===== config.mk =====
export PLATFORM = sky130hd
export DESIGN_NAME = mac_div
export DESIGN_NICKNAME = d
export VERILOG_FILES = /design/src/rtl/mac_div.sv
export SDC_FILE = /design/constraint.sdc
export NUM_CORES = 1
export LEC_CHECK = 0
export CORE_MARGIN = 2
export CORE_UTILIZATION = 25
export DETAILED_ROUTE_END_ITERATION = 7
export PLACE_DENSITY = 0.51
export SLEW_MARGIN = 40
export SYNTH_ARGS = -nofsm -noshare
export SYNTH_HDL_FRONTEND = slang
export SYNTH_SLANG_ARGS = --single-unit

===== constraint.sdc =====
create_clock -name clk -period 6 [get_ports clk]
set_input_delay 1.5 -clock clk [delete_from_list [all_inputs] [get_ports clk]]
set_output_delay 1.5 -clock clk [all_outputs]
set_load 0.05 [all_outputs]

===== src/rtl/mac_div.sv =====
// mac_div -- sequential restoring divider, companion to the MAC.
// Divides a DW-bit accumulated sum by a VW-bit count/scale factor and
// produces quotient and remainder, one quotient bit per clock, MSB first.
//
// Ports:
//   clk          system clock, rising edge
//   reset        synchronous active-low reset (0 = reset)
//   start        request, sampled only when not busy (IDLE or DONE)
//   dividend     DW-bit unsigned dividend, captured on accepted start
//   divisor      VW-bit unsigned divisor, captured on accepted start
//   busy         high while a division is in progress
//   done         one-cycle pulse when results become valid
//   quotient     DW-bit quotient, held until the next result
//   remainder    VW-bit remainder, held until the next result
//   div_by_zero  set with done when the divisor was 0, held with the results
module mac_div #(
    parameter int unsigned DW = 36,
    parameter int unsigned VW = 16
) (
    input  logic          clk,
    input  logic          reset,
    input  logic          start,
    input  logic [DW-1:0] dividend,
    input  logic [VW-1:0] divisor,
    output logic          busy,
    output logic          done,
    output logic [DW-1:0] quotient,
    output logic [VW-1:0] remainder,
    output logic          div_by_zero
);

    localparam int unsigned CW = $clog2(DW);

    typedef enum logic [1:0] {
        IDLE,
        DIV,
        DONE
    } state_t;

    state_t         state_q;
    logic [DW-1:0]  work_q;      // dividend bits shift out the top, quotient bits shift in the bottom
    logic [DW-1:0]  work_d;
    logic [VW-1:0]  rem_q;       // partial remainder; always < divisor between steps
    logic [VW-1:0]  rem_d;
    logic [VW:0]    rem_shift;   // VW+1 bits so the compare never overflows
    logic [VW-1:0]  dvs_q;
    logic [CW-1:0]  cnt_q;
    logic           qbit;

    logic          busy_q;
    logic          done_q;
    logic [DW-1:0] quotient_q;
    logic [VW-1:0] remainder_q;
    logic          dbz_q;

    // One restoring step: shift in the next dividend bit, subtract if it fits.
    always_comb begin
        rem_shift = {rem_q, work_q[DW-1]};
        qbit      = (rem_shift >= {1'b0, dvs_q});
        rem_d     = qbit ? VW'(rem_shift - {1'b0, dvs_q}) : rem_shift[VW-1:0];
        work_d    = {work_q[DW-2:0], qbit};
    end

    always_ff @(posedge clk) begin
        if (!reset) begin
            state_q     <= IDLE;
            work_q      <= '0;
            rem_q       <= '0;
            dvs_q       <= '0;
            cnt_q       <= '0;
            busy_q      <= 1'b0;
            done_q      <= 1'b0;
            quotient_q  <= '0;
            remainder_q <= '0;
            dbz_q       <= 1'b0;
        end else begin
            done_q <= 1'b0;
            case (state_q)
                IDLE, DONE: begin
                    busy_q  <= 1'b0;
                    state_q <= IDLE;
                    if (start) begin
                        if (divisor == '0) begin
                            // Divide-by-zero short-circuits straight to DONE.
                            state_q     <= DONE;
                            done_q      <= 1'b1;
                            quotient_q  <= '1;
                            remainder_q <= '0;
                            dbz_q       <= 1'b1;
                        end else begin
                            state_q <= DIV;
                            work_q  <= dividend;
                            dvs_q   <= divisor;
                            rem_q   <= '0;
                            cnt_q   <= CW'(DW - 1);
                            busy_q  <= 1'b1;
                        end
                    end
                end
                DIV: begin
                    work_q <= work_d;
                    rem_q  <= rem_d;
                    cnt_q  <= cnt_q - 1'b1;
                    if (cnt_q == '0) begin
                        // Final step: publish results straight from the step logic.
                        state_q     <= DONE;
                        busy_q      <= 1'b0;
                        done_q      <= 1'b1;
                        quotient_q  <= work_d;
                        remainder_q <= rem_d;
                        dbz_q       <= 1'b0;
                    end
                end
                default: begin
                    state_q <= IDLE;
                    busy_q  <= 1'b0;
                end
            endcase
        end
    end

    assign busy        = busy_q;
    assign done        = done_q;
    assign quotient    = quotient_q;
    assign remainder   = remainder_q;
    assign div_by_zero = dbz_q;

endmodule


# [Yosys cells after proc, flatten, opt, wreduce, memory -nomap -nowiden]
# Cells that the tools add are included.
[word_totals] regBits=131 input_bits=55 out_inout_bits=55 wordCells=61
[op_classes] add_sub_neg=2 magnitude_cmp=1 eq_ne=6 n_mux=33 n_bitwise=1 n_reduce_logical=8
[op_table] operator="$mux W36" count=5
[op_table] operator="$pmux W36 S2" count=2
[op_table] operator="$mux W16" count=6
[op_table] operator="$pmux W16 S2" count=2
[op_table] operator="$ge A17 B16 Y1" count=1
[op_table] operator="$logic_not A16 Y1" count=1
[op_table] operator="$sub A16 B16 Y16" count=1
[op_table] operator="$mux W6" count=2
[op_table] operator="$pmux W6 S2" count=1
[op_table] operator="$mux W1" count=8
[op_table] operator="$ne A2 B2 Y1 const B" count=4
[op_table] operator="$logic_not A6 Y1" count=1
[op_table] operator="$mux W2" count=3
[op_table] operator="$pmux W1 S2" count=3
[op_table] operator="$reduce_and A3 Y1" count=2
[op_table] operator="$sub A6 B1 Y6 const B" count=1
[op_table] operator="$pmux W2 S2" count=1
[op_table] operator="$reduce_and A4 Y1" count=1
[op_table] operator="$eq A2 B1 Y1 const B" count=1
[op_table] operator="$eq A2 B2 Y1 const B" count=1
[op_table] operator="$logic_not A2 Y1" count=1
[op_table] operator="$reduce_bool A2 Y1" count=1
[op_table] operator="$reduce_or A2 Y1" count=1
[op_table] operator="$not A1 Y1" count=1

# [Logic depth before layout (Yosys ltp)]
[depth] depth_word=4 depth_mapped=11 ltp_nobuf=10

# [Worst setup path before layout]
# OpenSTA, ideal clock, no wires.
[synth_timing] kind="input to register" startpoint="in divisor[10]" endpoint="reg work_q[29]" setup_ns=0.091 arrival_ns=2.772 required_ns=5.909 path_slack_ns=3.137 stages=7 path_buffers=2 path_cell_list="nor4_1 > nand4_1 > nand3b_1 > buf_2 > buf_1 > nand2_1 > a311oi_1"
[synth_between] elab_chain_cells=3
[synth_lines] item="start: declaration" line_no="24" text="input logic [VW-1:0] divisor,"
[synth_lines] item="$logic_not A16 Y1" line_no="83" text="if (divisor == '0) begin"
[synth_lines] item="$ne A2 B2 Y1 (no source line)"
[synth_lines] item="$reduce_and A3 Y1 (no source line)"
[synth_lines] item="end signal: assignment" line_no="92" text="work_q <= dividend;"
[synth_lines] item="end signal: assignment" line_no="101" text="work_q <= work_d;"
[synth_lines] item="end: declaration" line_no="41" text="logic [DW-1:0] work_q;"
# Every way passes these cells.
# A chain may end at the register's enable or synchronous reset.

# [Worst setup path in the final report]
[layout_timing] startpoint="in divisor[15]" endpoint="reg remainder_q[10], in the netlist remainder[10]"
[layout_between] elab_chain_cells=3
[layout_lines] item="$logic_not A16 Y1" line_no="83"
[layout_lines] item="$ne A2 B2 Y1 (no source line)"
[layout_lines] item="$reduce_and A4 Y1 (no source line)"
[layout_lines] item="end signal: assignment" line_no="110" text="remainder_q <= rem_d;"
[layout_lines] item="end: declaration" line_no="53" text="logic [VW-1:0] remainder_q;"
# Every way passes these cells.

==> results.txt <==
The run finished with clean final reports. The signed area change from the synthesized netlist to the final layout was 32.58%; the net count after synthesis was 826. Share of cells above drive strength 1: 0.06706. The initial antenna violation count was 0. By instance count, the leading cell after synthesis is nand2_1. For this design the ratio of total power to cell area is 413.9 nW/um2.

A synthesized cell averages 7.941 um2. The analysis attributes to cell leakage a power of 2.958 nW. During I/O placement, the number of pins put on the boundary was 110. Setup repair after global routing left no endpoint under its margin. TritonCTS built the clock tree. After the flow finishes, the layout carries non-filler instances totaling 1,169.

Count of buffers added by post-CTS timing repair for setup: 0. The run gives 0 as the number of endpoints failing setup at the final stage. The number of different library cells in the post-synthesis netlist is 55, and the sum of net half-perimeters after detailed placement is 12,520 um. The max-cap check violation count is 0. Entering global routing, the biggest net connects 64 pins.

Synthesis produced 752 cells. The max-slew headroom at the worst pin is 0.5086, and the die span in y is 158.6 um. Input and output buffers added on the ports amount to 109.

The minimum clock period after layout was 3.603 ns; the maximum buffer depth of the clock tree was 2. Of all nets on the critical path, the largest fanout is 39. The region available for standard cell placement spans 23,470 um2. After global routing the overflow that remains totals 0. TritonCTS created 17 clock buffers. Part of the cycle the worst path needs: 0.6005. The number of cells upsized or downsized after cts was 0; the number of max-slew violations in the final report was 0.

In this run, synthesis produced a sequential element count of 130. Dividing the detail-routed wire length by the instance count gives 15.39 um. The quantity of hold-fixing buffers added after cts came out at 0.

The tree is rooted in a clkbuf_16. The via count of the first global-routing pass was 5,261; the worst voltage drop across the vdd grid was 0.1916 mV. The tools report the startpoint class of the critical path as a primary input.

Cell taking the most area after synthesis: dfxtp_1. In the routed design, unresolved DRC markers number 0. After floorplanning, the core was divided into 56 placement rows. CTS built an H-tree with a depth of 4.

Buffer and inverter count on the worst path: 2. Among all stages on the critical path, the largest delay is contributed by buf_4. By count the netlist is led by 152 x nand2_1, 130 x dfxtp_1, 95 x nor2_1. The chip width is 158.6 um, and the starting utilization of the core area is 0.2544. The post-synth design cell area came out at 5972 um2.

The detailed-route vias per instance is 4.701. For the global routing usage summed across all routing layers, the log shows 0.1471. Most frequent cell on the critical path: nor2_1. The prevailing post-synth register cell is dfxtp_1. The signal on the critical path passes through clkdlybuf4s50_1 > nor4_1 > nand4_1 > nor3b_2 > buf_4 > nor2_1 > nand2_1 > o221a_2 > nor2_1. The worst setup path is captured at a flop. By area the synthesized netlist is led by dfxtp_1 44%, nand2_1 9.6%, nor2_1 6.0%, a311oi_1 4.7%, o21ai_0 4.4%. In this design, the largest share of critical-path delay is due to simple AND/OR/NAND/NOR gates. Post-detailed-route count of antenna-violating nets: 0.

The share of the synthesized area in the top cell type was 0.4358; the number of enable-type register cells in the synthesized netlist was 0. The largest single stage delay on the critical path is 0.44 ns. The final-layout setup total negative slack was 0 ns. For this run, the detailed router's first-pass iteration total came to 4.

The run gives 130 as the number of clock sinks. At the end of the flow, the number of nets in the layout was 911. The tools report the critical path arrival as 3.88 ns.

The diode insertion count for antenna repair is 0, and the maximum operating frequency is 0.2776 GHz. The routed layout has 5,496 vias. The tools report the clock latency at the later pin of the worst-skew pair as 0.42 ns. Worst setup skew after layout: 0.008374 ns. The worst hold path belongs to the class flop to flop. Routability-driven placement finished with a final weighted congestion of 0.8527. Proportion of register bits with asynchronous set or reset after synthesis: 0.

The path type of the worst setup path was primary input to flop. Data on the critical path is required at its endpoint by 6.28 ns. The slew at the pin closest to its max-slew limit is 0.7371 ns. For this block, the routed nets add up to 18,000 um of wire.

The Yosys step of the flow raised 0 warnings. After clock tree synthesis, the clock-pin slew on the worst setup and hold paths is 0.06 ns. The detailed router finished its first iteration with 320 violations. In this run, placement finished with an instance count of 1,136.

The first global-routing pass estimated 28,830 um of wire. The logs give 0.4358 for the share of the yosys chip area belonging to registers and 0 for the total count of hold-check failures in the final report. The die covers 25,140 um2.
[layout make-up]
type,instances,area (um2)
fillers,2502,15550
multi-input cells,549,3092
flip-flops and latches,130,2603
repair buffers,117,1159
clock buffers,18,439.2
well taps,319,399.1
clock inverters,14,143.9
inverters,22,82.58
[cells by family after synthesis]
logic type,Yosys count,share of synthesized area
AO/OA/AOI/OAI,183,0.2070
multiplexers,8,0.01341
XOR/XNOR,13,0.01907
flip-flops,130,0.4358
adder cells (fa/ha/maj),19,0.04107
buffers and inverters,73,0.05007
AND/OR/NAND/NOR,326,0.2336
[power breakdown]
part           internal (mW)  switching [mW]
combinational          0.467           0.755
sequential             0.959          0.0747
clock                  0.595           0.426
[through the flow]
stage | area, um2 | power (mW) | util | worst slack (ns) | hold slack (ns)
floorplan | 5972 | 1.922 | - | 3.137 | 0.4319
global placement | 7308 | 2.243 | 0.3114 | 1.918 | 0.4412
detailed placement | 7320 | 2.247 | 0.3118 | 1.902 | 0.4478
CTS | 7903 | 3.281 | 0.3367 | 2.334 | 0.4556
global route | 7918 | 3.481 | 0.3373 | 2.106 | 0.4749
finish | 7918 | 3.277 | 0.3373 | 2.397 | 0.4546
[worst register-to-register path, delay by kind of cell (launching register included)]
| kind | cells | cell delay (ns) |
|---|---|---|
| AND/OR/NAND/NOR | 3 | 0.86 |
| adder cells (fa/ha/maj) | 1 | 0.45 |
| AO/OA/AOI/OAI | 2 | 0.49 |
| multiplexers | 1 | 0.38 |
| buffers and inverters | 1 | 0.23 |
| flip-flops | 1 | 0.38 |
[registers in the layout (all words and copies together) (netlist names)]
name and flops:
remainder 16, div_by_zero 1, done 1, work_q 36
state_q 2, cnt_q 6, quotient 36, dvs_q 16
rem_q 16
[worst paths after layout]
kind	slack, ns	start	endpoint	cells past startpoint
max	2.40	divisor[15]	remainder[10]$_SDFFE_PN0P_	9
max reg2reg	3.06	rem_q[9]$_SDFFE_PN0P_	rem_q[3]$_SDFFE_PN0P_	8
min reg2reg	0.45	dvs_q[5]$_SDFFE_PN0P_	dvs_q[5]$_SDFFE_PN0P_	2
min	0.45	dvs_q[5]$_SDFFE_PN0P_	dvs_q[5]$_SDFFE_PN0P_	2
[layout by cell type, fill, tap and decap left out, drive strengths merged, types with 2 or more instances in the layout]
master and n:
and2 2, o21a 4, a211oi 3, mux2i 8, or4 2, o211ai 3
o221a 3, nand4 5, buf 8, a31oi 6, nor4 5, a311oi 32
xnor2 6, xor2 7, o31ai 5, nand3 8, nand2b 5, clkdlybuf4s50 109
nand2 152, dfxtp 130, a21oi 41, ha 18, o21ai 61, a22o 10
o211a 6, nor3b 2, nor2 95, nor2b 4, inv 30, clkinv 4
nor3 40, clkbuf 18, a32oi 3
[layer usage]
| metal | wire [um] | track usage | up-vias |
|---|---|---|---|
| li1 | - | - | 2809 |
| met1 | 8782 | 0.2010 | 2558 |
| met2 | 8093 | 0.2274 | 106 |
| met3 | 747 | 0.03103 | 23 |
| met4 | 373 | 0.05534 | 0 |
| met5 | 0 | 0 | - |
Power figures use the tool's default switching activity.
